===== config.mk =====
export PLATFORM = sky130hd
export DESIGN_NAME = analog_bus_arbiter
export DESIGN_NICKNAME = d
export VERILOG_FILES = /design/src/rtl/analog_bus_arbiter_pkg.sv /design/src/rtl/analog_bus_arbiter_rr_priority_pick.sv /design/src/rtl/analog_bus_arbiter.sv
export SDC_FILE = /design/constraint.sdc
export NUM_CORES = 1
export LEC_CHECK = 0
export CORE_MARGIN = 10
export CORE_UTILIZATION = 30
export DETAILED_ROUTE_END_ITERATION = 7
export GPL_TIMING_DRIVEN = 0
export HOLD_SLACK_MARGIN = 0.03
export PLACE_DENSITY = 0.53
export REMOVE_ABC_BUFFERS = 1
export SKIP_CTS_REPAIR_TIMING = 1
export SYNTH_ARGS = -nofsm -noshare
export SYNTH_HDL_FRONTEND = slang
export SYNTH_SLANG_ARGS = --single-unit

===== constraint.sdc =====
create_clock -name clock -period 0.8 [get_ports clock]
set_input_delay 0.12 -clock clock [delete_from_list [all_inputs] [get_ports clock]]
set_output_delay 0.12 -clock clock [all_outputs]
set_load 0.02 [all_outputs]

===== src/rtl/analog_bus_arbiter_pkg.sv =====
// Shared definitions for the analog bus arbiter.
//   arb_state_e : arbiter FSM states
//   CNT_W       : width of the settle/dead counters (holds up to 255)
//   idx_width() : bits needed to index NUM_REQ requesters (never below 1)
package analog_bus_arbiter_pkg;

  localparam int CNT_W = 8;

  typedef enum logic [1:0] {
    ST_IDLE    = 2'd0,
    ST_CONNECT = 2'd1,
    ST_OWNED   = 2'd2,
    ST_BREAK   = 2'd3
  } arb_state_e;

  function automatic int idx_width(input int n);
    return (n <= 2) ? 1 : $clog2(n);
  endfunction

endpackage


===== src/rtl/analog_bus_arbiter_rr_priority_pick.sv =====
// Combinational round-robin picker.
//   req        : request vector, one bit per requester
//   last_owner : index granted most recently; the search starts one above it
//   valid      : at least one request is present
//   index      : first requesting index found after last_owner, wrapping
module rr_priority_pick
  import analog_bus_arbiter_pkg::*;
#(
  parameter int NUM_REQ = 4
) (
  input  logic [NUM_REQ-1:0]            req,
  input  logic [idx_width(NUM_REQ)-1:0] last_owner,
  output logic                          valid,
  output logic [idx_width(NUM_REQ)-1:0] index
);

  localparam int IW = idx_width(NUM_REQ);

  int          cand;
  logic [IW-1:0] cand_idx;

  // Walk offsets from farthest to nearest so the nearest requester after
  // last_owner is the last (winning) assignment.
  always_comb begin
    valid    = |req;
    index    = last_owner;
    cand     = 0;
    cand_idx = '0;
    for (int off = NUM_REQ; off >= 1; off--) begin
      cand     = (int'(last_owner) + off) % NUM_REQ;
      cand_idx = IW'(cand);
      if (req[cand_idx]) index = cand_idx;
    end
  end

endmodule


===== src/rtl/analog_bus_arbiter.sv =====
// Break-before-make arbiter granting one requester at a time onto a shared
// analog bus, with switch-settle delay and optional hold limit.
//   clock   : system clock, rising edge
//   reset_n : asynchronous active-low reset (release synchronised internally)
//   req     : level request per requester
//   sw_en   : registered one-hot-or-zero switch enables
//   ready   : registered one-hot-or-zero "connection settled" flags
//   busy    : registered, high whenever the FSM is not IDLE
//   owner   : registered index of the current or last owner
//
// state   | meaning
// IDLE    | all switches open, arbitrate every cycle
// CONNECT | owner's switch closed, waiting SETTLE_CYCLES for settling
// OWNED   | owner's switch closed and ready, hold counter running
// BREAK   | all switches open for DEAD_CYCLES before next arbitration
module analog_bus_arbiter
  import analog_bus_arbiter_pkg::*;
#(
  parameter int NUM_REQ       = 4,
  parameter int SETTLE_CYCLES = 4,
  parameter int DEAD_CYCLES   = 2,
  parameter int MAX_HOLD      = 0
) (
  input  logic                          clock,
  input  logic                          reset_n,
  input  logic [NUM_REQ-1:0]            req,
  output logic [NUM_REQ-1:0]            sw_en,
  output logic [NUM_REQ-1:0]            ready,
  output logic                          busy,
  output logic [idx_width(NUM_REQ)-1:0] owner
);

  localparam int IW     = idx_width(NUM_REQ);
  localparam int HOLD_W = (MAX_HOLD > 1) ? $clog2(MAX_HOLD + 1) : 1;

  localparam logic [HOLD_W-1:0] HOLD_MAX    = HOLD_W'(MAX_HOLD);
  localparam logic [CNT_W-1:0]  SETTLE_LOAD = CNT_W'(SETTLE_CYCLES - 1);
  localparam logic [CNT_W-1:0]  DEAD_LOAD   = CNT_W'(DEAD_CYCLES - 1);
  localparam logic [IW-1:0]     LAST_RST    = IW'(NUM_REQ - 1);

  // Assertion is asynchronous; release reaches the FSM two edges later.
  logic [1:0] rst_sync_q;
  logic       rst_int_n;

  always_ff @(posedge clock or negedge reset_n) begin
    if (!reset_n) rst_sync_q <= 2'b00;
    else          rst_sync_q <= {rst_sync_q[0], 1'b1};
  end

  assign rst_int_n = rst_sync_q[1];

  arb_state_e          state_q, state_d;
  logic [CNT_W-1:0]    cnt_q, cnt_d;
  logic [HOLD_W-1:0]   hold_q, hold_d, hold_nxt;
  logic [IW-1:0]       last_q, last_d;
  logic [IW-1:0]       owner_q, owner_d;
  logic [NUM_REQ-1:0]  sw_en_q, sw_en_d;
  logic [NUM_REQ-1:0]  ready_q, ready_d;
  logic                busy_q, busy_d;

  logic                pick_valid;
  logic [IW-1:0]       pick_idx;
  logic [NUM_REQ-1:0]  owner_hot, hot_d;
  logic                owner_req, others_pend, hold_hit;

  rr_priority_pick #(.NUM_REQ(NUM_REQ)) u_pick (
    .req        (req),
    .last_owner (last_q),
    .valid      (pick_valid),
    .index      (pick_idx)
  );

  assign owner_hot   = NUM_REQ'(1) << last_q;
  assign owner_req   = req[last_q];
  assign others_pend = |(req & ~owner_hot);
  assign hold_nxt    = (hold_q == HOLD_MAX) ? hold_q : hold_q + 1'b1;
  // Hold limit trips on the OWNED cycle that brings the count to MAX_HOLD.
  assign hold_hit    = (MAX_HOLD > 0) && (hold_nxt == HOLD_MAX);

  always_ff @(posedge clock or negedge rst_int_n) begin
    if (!rst_int_n) begin
      state_q <= ST_IDLE;
      cnt_q   <= '0;
      hold_q  <= '0;
      last_q  <= LAST_RST;
      owner_q <= '0;
      sw_en_q <= '0;
      ready_q <= '0;
      busy_q  <= 1'b0;
    end else begin
      state_q <= state_d;
      cnt_q   <= cnt_d;
      hold_q  <= hold_d;
      last_q  <= last_d;
      owner_q <= owner_d;
      sw_en_q <= sw_en_d;
      ready_q <= ready_d;
      busy_q  <= busy_d;
    end
  end

  always_comb begin
    state_d = state_q;
    cnt_d   = cnt_q;
    hold_d  = hold_q;
    last_d  = last_q;
    owner_d = owner_q;
    case (state_q)
      ST_IDLE: begin
        if (pick_valid) begin
          state_d = ST_CONNECT;
          cnt_d   = SETTLE_LOAD;
          last_d  = pick_idx;
          owner_d = pick_idx;
        end
      end
      ST_CONNECT: begin
        if (!owner_req) begin
          state_d = ST_BREAK;
          cnt_d   = DEAD_LOAD;
        end else if (cnt_q == '0) begin
          state_d = ST_OWNED;
          hold_d  = '0;
        end else begin
          cnt_d = cnt_q - 1'b1;
        end
      end
      ST_OWNED: begin
        if (!owner_req || (hold_hit && others_pend)) begin
          state_d = ST_BREAK;
          cnt_d   = DEAD_LOAD;
        end else begin
          hold_d = hold_nxt;
        end
      end
      ST_BREAK: begin
        if (cnt_q == '0) state_d = ST_IDLE;
        else             cnt_d   = cnt_q - 1'b1;
      end
      default: state_d = ST_IDLE;
    endcase
  end

  // Outputs are decoded from the next state so they register alongside it.
  always_comb begin
    hot_d   = NUM_REQ'(1) << last_d;
    sw_en_d = '0;
    ready_d = '0;
    busy_d  = (state_d != ST_IDLE);
    if (state_d == ST_CONNECT || state_d == ST_OWNED) sw_en_d = hot_d;
    if (state_d == ST_OWNED)                          ready_d = hot_d;
  end

  assign sw_en = sw_en_q;
  assign ready = ready_q;
  assign busy  = busy_q;
  assign owner = owner_q;

endmodule


# Yosys cells after proc, flatten, opt, wreduce, memory -nomap -nowiden

Cells that the tools add are included.

Add/sub/neg operators: 5
Order comparisons: 5
Equal/unequal tests: 7
Shift-type cells: 1
Multiplexer cells: 29
Reduce and logical (&&, ||, !) cells: 7

Operator list:

| kind                                                       | number |
|---|---|
| two-way mux 8 bit                                          | 4 |
| case mux 8 bit (4 select lines)                            | 1 |
| two-way mux 2 bit                                          | 11 |
| less-than comparator 2 x 3 -> 1 bit, second input constant | 5 |
| binary-select mux 1 bit (select 2 bit)                     | 5 |
| zero test 8 bit                                            | 1 |
| two-way mux 4 bit                                          | 2 |
| case mux 2 bit (4 select lines)                            | 1 |
| subtractor 8 x 1 -> 8 bit, second input constant           | 1 |
| == test 2 bit, second input constant                       | 3 |
| two-way mux 1 bit                                          | 5 |
| adder 2 x 1 -> 2 bit, second input constant                | 2 |
| adder 2 bit, second input constant                         | 2 |
| == test 2 x 1 -> 1 bit, second input constant              | 2 |
| != test 2 bit, second input constant                       | 2 |
| AND reduction 2 bit                                        | 2 |
| OR reduction 4 bit                                         | 1 |
| left shift 1 x 2 -> 4 bit, first input constant            | 1 |
| zero test 2 bit                                            | 1 |
| nonzero test 2 bit                                         | 1 |
| logical OR 1 bit                                           | 1 |

Bits in registers: 25
Input bits: 6
Output and inout bits: 11
Logic and storage cells: 62

# Logic depth before layout (Yosys ltp)

Gate-level depths: netlist of the first run.

Depth in word-level cells: 11
Mapped depth: 8

# Cells and area by module

Synthesis of the first run repeated with hierarchy kept, for this count alone.

Cell total of the unflattened synthesis: 121
Area, all modules: 1,248.7 µm²

Modules (own cells, without submodules):

| module             | times used | cells each | area an instance (µm²) | sequential area each (µm²) |
|---|---|---|---|---|
| analog_bus_arbiter | 1          | 107        | 1,176.1                | 628.1 |
| rr_priority_pick   | 1          | 14         | 72.6                   | 0.0 |

# Least setup slack after synthesis of the first run

No wires, ideal clock.

Kind: register -> register
Start point: register last_q[0]
End point: register sw_en_q[2], in the netlist sw_en[2]
Arrival: 2.128 ns
Data required time: 0.659 ns
Path slack: -1.470 ns
Stages on the path, launching flop included: 9
Clock period less this slack: 2.270 ns
Cells stage by stage: dfstp_2 buf_4 mux4_2 o21ai_0 nor2_1 nor2_1 inv_1 ha_1 nor3b_1

RTL lines:

| element                                                        | RTL line                                             | source |
|---|---|---|
| from (decl)                                                    | analog_bus_arbiter.sv:55                             | `logic [IW-1:0] last_q, last_d;` |
| from (signal assigned)                                         | analog_bus_arbiter.sv:94                             | `last_q <= last_d;` |
| binary-select mux 1 bit (select 2 bit) *                       | analog_bus_arbiter.sv:74                             | `assign owner_req = req[last_q];` |
| two-way mux 1 bit (not written as such) *                      | analog_bus_arbiter.sv:74                             |  |
| two-way mux 2 bit (on tied branches)                           | analog_bus_arbiter.sv:129, analog_bus_arbiter.sv:118 |  |
| case mux 2 bit (4 select lines) *                              | analog_bus_arbiter.sv:108                            | `case (state_q)` |
| via state_d[0]                                                 | analog_bus_arbiter.sv:52                             | `arb_state_e state_q, state_d;` |
| == test 2 x 1 -> 1 bit / == test 2 bit (equally long branches) | analog_bus_arbiter.sv:150                            | `if (state_d == ST_CONNECT \|\| state_d == ST_OWNED) sw_en_d = hot_d;` |
| logical OR 1 bit *                                             | analog_bus_arbiter.sv:150                            |  |
| two-way mux 4 bit *                                            | analog_bus_arbiter.sv:150                            |  |
| via sw_en_d[2]                                                 | analog_bus_arbiter.sv:57                             | `logic [NUM_REQ-1:0] sw_en_q, sw_en_d;` |
| to (signal assigned)                                           | analog_bus_arbiter.sv:96                             | `sw_en_q <= sw_en_d;` |
| to (decl)                                                      | analog_bus_arbiter.sv:57                             |  |

The timed path passes the listed nets; every way through them passes the cells marked *. The select of a mux whose other input is x is not followed.
A chain may end at the register's enable or synchronous reset.

# Final worst setup path of the first run

Start point: register last_q[0]
End point: register sw_en_q[3], in the netlist sw_en[3]

The elaborated chain is that of the path after synthesis.

==> results_dict.tcl, run 1 <==
set metrics [dict create \
    max_freq_mhz 457.3 \
    slowest_delay_ns 0.61 \
    grt-busiest-layer "met2" \
    ir_worst_vdd_mv 1.522 \
    syn_avg_cell_area_sq_um 10.42 \
    relSlewSlack_pct 39.39 \
    post-route-drc-count 0 \
    drt-initial-drc-count 62 \
    status "complete, but fails checks" \
    fin_crit_ns 2.187 \
    postRouteAntennaNets 0 \
    swShare_pct 39.52 \
    clock_path_buffers 2 \
    violations "setup timing" \
    hold_path_class "register to register" \
    whs_ns 0.3650 \
    maxCapViolCount 0 \
    start_kind "register" \
    wl_per_cell_microns 14.25 \
    worst_slack_ns -1.387 \
    tritoncts "built" \
    die_area_sq_um 7198 \
    met2_usage_pct 11.32 \
    fin_crit_sh_pct 273.3 \
    setup_viol 57 \
    place.gp.congestion 0.7809 \
    core-area_sq_um 4029 \
    synth.distinct_cells 38 \
    min_path_cells 0 \
    htreeDepth 1 \
    io_pins 17 \
    via_per_inst 4.938 \
    first_global_vias 946 \
    grt.overflow.total 0 \
    layout-drive-gt1-share_pct 34.48 \
    grt_usage_pct 6.954 \
    firstDrtPassIters 4 \
    finClkSkew_ns 0.002230 \
    async_reset_ff_share_pct 100.0 \
    clkSinkCount 25 \
    n_fill_cell 398 \
    grt_max_degree 24 \
    end_kind "register" \
    hold_viol 0 \
    die-width_microns 84.84 \
    crit_buf_inv 1 \
    tightest_slew_ns 0.9092 \
    p_per_area_nw_per_um2 3161 \
    synth-edff-count 0 \
    report.final.slew_viol_count 0 \
    gr-usage-met3_pct 3.442 \
    root_buffer "clkbuf_8" \
    p_leak_nw 0.8221 \
    grt_pass1_wl_mm 4.284 \
    crit_chain "mux4_2 > o21ai_2 > nor2_1 > nor2_2 > inv_2 > ha_4 > nor3b_2" \
    final_common_cell "dfrtp_1" \
    drt-total-wl_mm 2.779 \
    dpl.hpwl_mm 1.854 \
    ys_seq_area_share_pct 49.80 \
    die_y_microns 84.84 \
    row_count 23 \
    cts_buffers 3 \
    cp_top_family "flip-flops" \
    path_max_fanout 5 \
    syn_area_sq_um 1261 \
    area_delta_synth_final_pct 36.81 \
    clkPwrFrac_pct 13.9 \
    initial_core_util_pct 31.30 \
    layout_common_cells "dfrtp_1, buf_6, nand2_1, nor3_1, inv_1" \
    p_int_w 0.003299 \
    switchingPower_w 0.002155 \
    p_comb_share_pct 46.6 \
    antenna_cells 0 \
    nets 156 \
    r2r_cells 7 \
    clk_latency_ns 0.27 \
    use_met1_pct 7.701 \
    clkTransAtPathRegs_ns 0.09 \
    slowest_stage "dfstp_2" \
    rsz0062_at_grt "yes" \
    cp.depth 7 \
    critPathRequiredTime_ns 0.95 \
    vias 963 \
    synthFlopType "dfrtp_1" \
    critPathArrivalTime_ns 2.34 \
    port_buffers 16 \
    netlist_instances 121 \
    seqPwrFrac_pct 39.5 \
    ys_warn_count 0 \
    final_core_util_pct 42.83 \
    path_class "register to register" \
    grt_antenna_before_repair 0 \
    postSynthRegisterBits 25 \
]
[power by group through the flow]
stage	clock (W)	sequential [W]	combinational (W)
detailed placement	0	0.00212	0.00189
global placement	0	0.00211	0.00186
CTS	0.000790	0.00209	0.00189
finish	0.000760	0.00215	0.00254
global route	0.000863	0.00223	0.00282
floorplan	0	0.00215	0.00127
[flip-flops by register name, indices dropped and copies added, names as in the netlist]
| signal | cells |
|---|---|
| owner | 2 |
| sw_en | 4 |
| busy | 1 |
| cnt_q | 8 |
| state_q | 2 |
| ready | 4 |
| rst_sync_q | 2 |
| last_q | 2 |
[synthesized netlist by cell type (2+ instances only)]
| cell type | number | share of area (%) |
|---|---|---|
| dfrtp_1 | 23 | 46 |
| nand2_1 | 10 | 3.0 |
| inv_1 | 9 | 2.7 |
| nor3_1 | 9 | 3.6 |
| nor2_1 | 7 | 2.1 |
| o21ai_0 | 6 | 2.4 |
| and3_1 | 5 | 2.5 |
| ha_1 | 4 | 4.0 |
| nor3b_1 | 4 | 2.4 |
| or3_1 | 4 | 2.0 |
| a21oi_1 | 3 | 1.2 |
| a31oi_1 | 3 | 1.5 |
| mux2i_1 | 3 | 2.4 |
| dfstp_2 | 2 | 4.2 |
| nand2b_1 | 2 | 0.99 |
| nand4b_1 | 2 | 1.4 |
| nor2b_1 | 2 | 0.99 |
| o221ai_1 | 2 | 1.4 |
| o31ai_1 | 2 | 1.2 |
[through the flow]
step / cells / instance area (sq um) / power, W / TNS [ns] / setup slack, ns
after floorplan: 117 / 1234 / 0.003426 / -24.94 / -1.444
after global placement: 183 / 1456 / 0.003968 / -37.98 / -1.682
after detailed placement: 183 / 1456 / 0.004008 / -38.57 / -1.684
after CTS: 187 / 1505 / 0.004778 / -40.82 / -1.686
after global routing: 195 / 1725 / 0.005906 / -37.45 / -1.459
final: 195 / 1725 / 0.005454 / -30.15 / -1.387
[layout make-up]
type,count,area (sq um),area share (%)
multi-input cells,83,711.9,41.26
flip-flops and latches,25,628.1,36.40
repair buffers,23,236.5,13.71
well taps,50,62.56,3.626
clock buffers,3,41.29,2.393
inverters,10,37.54,2.175
clock inverters,1,7.507,0.4351
[path summary, 6_finish.rpt]
kind | end | slack (ns) | startpoint
min in group asynchronous | cnt_q[2] | 0.38 | rst_sync_q[1]
worst min-delay path | rst_sync_q[1] | 0.37 | rst_sync_q[0]
max in group asynchronous | owner[1] | -0.14 | rst_sync_q[1]
worst min register to register | rst_sync_q[1] | 0.37 | rst_sync_q[0]
worst max-delay path | sw_en[3] | -1.39 | last_q[0]
worst max register to register | sw_en[3] | -1.39 | last_q[0]
[metal layers]
metal / vias up / wire [microns]
met5: - / 0
met4: 0 / 17
met3: 2 / 193
met2: 18 / 1435
met1: 466 / 1133
li1: 477 / -
[kinds of logic after synthesis]
group	count (synthesis)	synth area share [%]
and+or+nand+nor	49	22.52
DFF	25	49.80
AOI/OAI and AO/OA	21	11.21
buffers and inverters	14	5.158
muxes	5	5.059
adders and majority gates	4	3.968
xor gates and xnor gates	2	1.985
other	1	0.2973
(Power assumes the default switching activity.)
==> run 2: changes to the inputs <==
--- a/config.mk
+++ b/config.mk
@@ -5,7 +5,7 @@
 export SDC_FILE = /design/constraint.sdc
 export NUM_CORES = 1
 export LEC_CHECK = 0
-export CORE_MARGIN = 10
+export CORE_MARGIN = 4
 export CORE_UTILIZATION = 30
 export DETAILED_ROUTE_END_ITERATION = 7
 export GPL_TIMING_DRIVEN = 0
==> results_dict.tcl, run 2 (synthesis results as in run 1) <==
set metrics [dict create \
    status "complete, but fails checks" \
    violations "setup timing" \
    die-width_microns 72.84 \
    min_path_cells 0 \
    min-delay-start "rst_sync_q[0]" \
    final_design_area_no_fill_sq_um 1768 \
    whs_ns 0.3523 \
    postRouteAntennaNets 0 \
    rsz0062_at_grt "yes" \
    routed-wl-met2_mm 1.518 \
    dpl.hpwl_mm 1.857 \
    finalNonFillerCells 201 \
    maxCapViolCount 0 \
    setup_viol 57 \
    fin_crit_ns 2.184 \
    layout_common_cells "dfrtp_1, buf_6, nand2_1, buf_4, nor3_1" \
    antenna_cells 0 \
    timing.rr.start "last_q[0]" \
    hold_path_class "register to register" \
    end_kind "register" \
    drt-met1-wl_mm 1.116 \
    p_leak_nw 0.8281 \
    clkPwrFrac_pct 13.2 \
    drt-initial-drc-count 31 \
    place.gp.congestion 0.8079 \
    slowest_delay_ns 0.61 \
    met3_length_microns 124 \
    switchingPower_w 0.002179 \
    p_comb_share_pct 49.2 \
    swShare_pct 38.83 \
    first_global_vias 970 \
    hold_viol 0 \
    drt-total-wl_mm 2.783 \
    slowest_stage "dfstp_2" \
    seqPwrFrac_pct 37.6 \
    via_per_inst 4.995 \
    core-area_sq_um 4029 \
    start_kind "register" \
    relSlewSlack_pct 38.49 \
    layout-drive-gt1-share_pct 36.42 \
    regMostFlops "cnt_q" \
    grt.overflow.total 0 \
    die_area_sq_um 5306 \
    die_y_microns 72.84 \
    initial_core_util_pct 31.30 \
    reg2reg_to "sw_en[3]" \
    io_pins 17 \
    row_count 23 \
    tritoncts "built" \
    grt_antenna_before_repair 0 \
    tightest_slew_ns 0.9226 \
    report.final.slew_viol_count 0 \
    top_layer "met4" \
    cts_buffers 3 \
    grt_usage_pct 10.46 \
    tns_ns -30.70 \
    firstDrtPassIters 4 \
    clock_path_buffers 2 \
    wl_per_cell_microns 13.85 \
    place_area_sq_um 1456 \
    p_per_area_nw_per_um2 3175 \
    grt_pass1_wl_mm 4.436 \
    port_buffers 16 \
    clkTransAtPathRegs_ns 0.09 \
    largest_reg_flops 8 \
    vias 1004 \
    critPathRequiredTime_ns 0.96 \
    grt_max_degree 24 \
    r2r_cells 7 \
    max_freq_mhz 457.8 \
    htreeDepth 1 \
    worst_slack_ns -1.384 \
    path_max_fanout 5 \
    root_buffer "clkbuf_8" \
    clk_latency_ns 0.26 \
    area_delta_synth_final_pct 40.18 \
    path_class "register to register" \
    fin_crit_sh_pct 273.0 \
    finClkSkew_ns 0.004144 \
    nets 162 \
    post-route-drc-count 0 \
    critPathArrivalTime_ns 2.34 \
    r2r_setup_slack_ns -1.38 \
    ir_worst_vdd_mv 1.613 \
    final_common_cell "dfrtp_1" \
    crit_chain "mux4_2 > o21ai_4 > nor2_2 > nor2_4 > inv_2 > ha_4 > nor3b_2" \
    placed_cells 183 \
    hold_end "rst_sync_q[1]" \
    clkSinkCount 25 \
    pre_cts_ws_ns -1.703 \
    p_int_w 0.003434 \
]
-- run 2: cell count changes in the layout (fill, tap and decap cells not counted), sizes merged --
cell / change
buf: +6
clkdlybuf4s50: +2
clkbuf: +1
clkinvlp: -1
dlymetal6s2s: -2
-- run 2: per-layer routing --
metal | up-vias | global-route usage (%)
met5 | - | 0
met4 | 0 | 2.869
met3 | 4 | 2.893
met2 | 11 | 17.84
met1 | 496 | 12.95
li1 | 493 | -
-- run 2: power by group through the flow --
stage,Sequential [W],Combinational [W],Clock [W]
after floorplan,0.00215,0.00127,0
after global placement,0.00211,0.00185,0
after detailed placement,0.00214,0.00191,0
after CTS,0.00211,0.00192,0.000772
after global routing,0.00217,0.00304,0.000825
final,0.00211,0.00276,0.000743
-- run 2: worst max path at each step --
stage          startpoint        to  slack, ns
6_report        last_q[0]  sw_en[3]      -1.38
5_1_grt         last_q[0]  sw_en[3]      -1.48
4_1_cts         last_q[0]  sw_en[3]      -1.70
3_5_place_dp    last_q[0]  sw_en[3]      -1.70
3_3_place_gp    last_q[0]  sw_en[2]      -1.68
2_1_floorplan   last_q[0]  sw_en[2]      -1.44
-- run 2: cell type report --
type	instances	area, sq um
Fill cell	378	2261
Inverter	10	40.04
Multi-Input combinational cell	83	704.4
Sequential cell	25	628.1
Timing Repair Buffer	29	287.8
Clock buffer	4	45.04
Tap cell	50	62.56
-- run 2: through the flow --
stage	total power, W	util (%)
after CTS	0.004800	37.27
final	0.005613	43.88
after global routing	0.006034	43.88
after floorplan	0.003426	-
after detailed placement	0.004047	36.15
after global placement	0.003956	36.15
-- run 2: worst max-delay path: cells and delay by family, from the launching register on --
kind / cells / cell delay [ns]
AOI/OAI and AO/OA: 1 / 0.20
adders and majority gates: 1 / 0.24
buffers and inverters: 1 / 0.07
DFF: 1 / 0.61
muxes: 1 / 0.59
and+or+nand+nor: 3 / 0.38
==> run 3: changes to the inputs <==
--- a/config.mk
+++ b/config.mk
@@ -5,12 +5,15 @@
 export SDC_FILE = /design/constraint.sdc
 export NUM_CORES = 1
 export LEC_CHECK = 0
+export ABC_CLOCK_PERIOD_IN_PS = 800
 export CORE_MARGIN = 4
 export CORE_UTILIZATION = 30
 export DETAILED_ROUTE_END_ITERATION = 7
 export GPL_TIMING_DRIVEN = 0
 export HOLD_SLACK_MARGIN = 0.03
+export MAX_ROUTING_LAYER = met4
 export PLACE_DENSITY = 0.53
+export RECOVER_POWER = 50
 export REMOVE_ABC_BUFFERS = 1
 export SKIP_CTS_REPAIR_TIMING = 1
 export SYNTH_ARGS = -nofsm -noshare
==> results_dict.tcl, run 3 (synthesis results as in run 1) <==
set metrics [dict create \
    status "complete, but fails checks" \
    violations "setup timing" \
    cts_buffers 3 \
    core-area_sq_um 4029 \
    antenna_cells 0 \
    setup.worst_path.start "last_q[0]" \
    p_per_area_nw_per_um2 3174 \
    endpoint "sw_en[3]" \
    hold_viol 0 \
    clock_path_buffers 2 \
    die_y_microns 72.84 \
    post-route-drc-count 0 \
    fin_crit_ns 2.184 \
    timing.rr.start "last_q[0]" \
    final_core_util_pct 43.88 \
    r2r_setup_slack_ns -1.38 \
    grt_pass1_wl_mm 4.436 \
    fin_crit_sh_pct 273.0 \
    vias 1004 \
    clkSinkCount 25 \
    rsz0062_at_grt "yes" \
    dpl.hpwl_mm 1.857 \
    report.final.slew_viol_count 0 \
    nets 162 \
    grt.overflow.total 0 \
    die-width_microns 72.84 \
    setup_viol 57 \
    initial_core_util_pct 31.30 \
    clkTransAtPathRegs_ns 0.09 \
    crit_chain "mux4_2 > o21ai_4 > nor2_2 > nor2_4 > inv_2 > ha_4 > nor3b_2" \
    max_freq_mhz 458.0 \
    critPathArrivalTime_ns 2.34 \
    wl_per_cell_microns 13.82 \
    slowest_delay_ns 0.61 \
    maxCapViolCount 0 \
    p_leak_nw 0.8281 \
    cp_top_family "flip-flops" \
    drt-total-wl_mm 2.778 \
    regMostFlops "cnt_q" \
    crit_buf_inv 1 \
    first_global_vias 970 \
    root_buffer "clkbuf_8" \
    end_kind "register" \
    drt-initial-drc-count 31 \
    area_delta_synth_final_pct 40.18 \
    pre_cts_ws_ns -1.703 \
    path_class "register to register" \
    grt_usage_pct 10.77 \
    cp.depth 7 \
    critPathRequiredTime_ns 0.96 \
    layout-drive-gt1-share_pct 36.42 \
    tightest_slew_ns 0.9221 \
    tns_ns -30.68 \
    relSlewSlack_pct 38.53 \
    port_buffers 16 \
    die_area_sq_um 5306 \
    final_common_cell "dfrtp_1" \
    min_path_cells 0 \
    slowest_stage "dfstp_2" \
    io_pins 17 \
    htreeDepth 1 \
    placed_cells 183 \
    firstDrtPassIters 3 \
    finClkSkew_ns 0.004353 \
    tritoncts "built" \
    grt_antenna_before_repair 0 \
    worst_slack_ns -1.384 \
    largest_reg_flops 8 \
    postRouteAntennaNets 0 \
    via_per_inst 4.995 \
    p_total_w 0.005612 \
    clk_latency_ns 0.26 \
    grt_max_degree 24 \
    hold_path_class "register to register" \
    place.gp.congestion 0.8197 \
    r2r_cells 7 \
    reg2reg_to "sw_en[3]" \
    path_max_fanout 5 \
    layout_common_cells "dfrtp_1, buf_6, nand2_1, buf_4, nor3_1" \
    ir_worst_vdd_mv 1.612 \
    start_kind "register" \
    row_count 23 \
    finalNonFillerCells 201 \
]
-- run 3: cell counts in the layout (fill, tap and decap cells not counted) --
Identical to the previous run, type by type.
-- run 3: how the worst min path moves through the flow --
stage	start	to
6_report	rst_sync_q[0]	rst_sync_q[1]
5_1_grt	rst_sync_q[0]	rst_sync_q[1]
4_1_cts	reset_n	rst_sync_q[0]
3_5_place_dp	reset_n	rst_sync_q[0]
3_3_place_gp	reset_n	rst_sync_q[1]
2_1_floorplan	reset_n	rst_sync_q[0]
-- run 3: layer usage --
metal	GRT usage, %	part of all wire (%)	vias up	wire [microns]
li1	-	-	493	-
met1	13.56	41	496	1146
met2	17.84	55	11	1518
met3	1.928	3.2	4	89
met4	2.869	0.83	0	23
met5	-	0	-	0
-- run 3: final cells by class --
class	count	area (sq um)
clock buffers	4	45.04
repair buffers	29	287.8
multi-input cells	83	704.4
well taps	50	62.56
inverters	10	40.04
fillers	378	2261
flip-flops and latches	25	628.1
-- run 3: where the power goes --
group	switching, W	total [W]	internal [W]	leakage [nW]
Clock	0.000386	0.000742	0.000356	0.0228
Combinational	0.00137	0.00276	0.00139	0.502
Sequential	0.000426	0.00211	0.00168	0.303
-- run 3: per-stage QoR --
step	area (sq um)	hold WS, ns
2_1_floorplan	1234	-0.1756
3_3_place_gp	1456	0.2903
3_5_place_dp	1456	0.3004
4_1_cts	1501	0.005948
5_1_grt	1768	0.3758
6_report	1768	0.3523
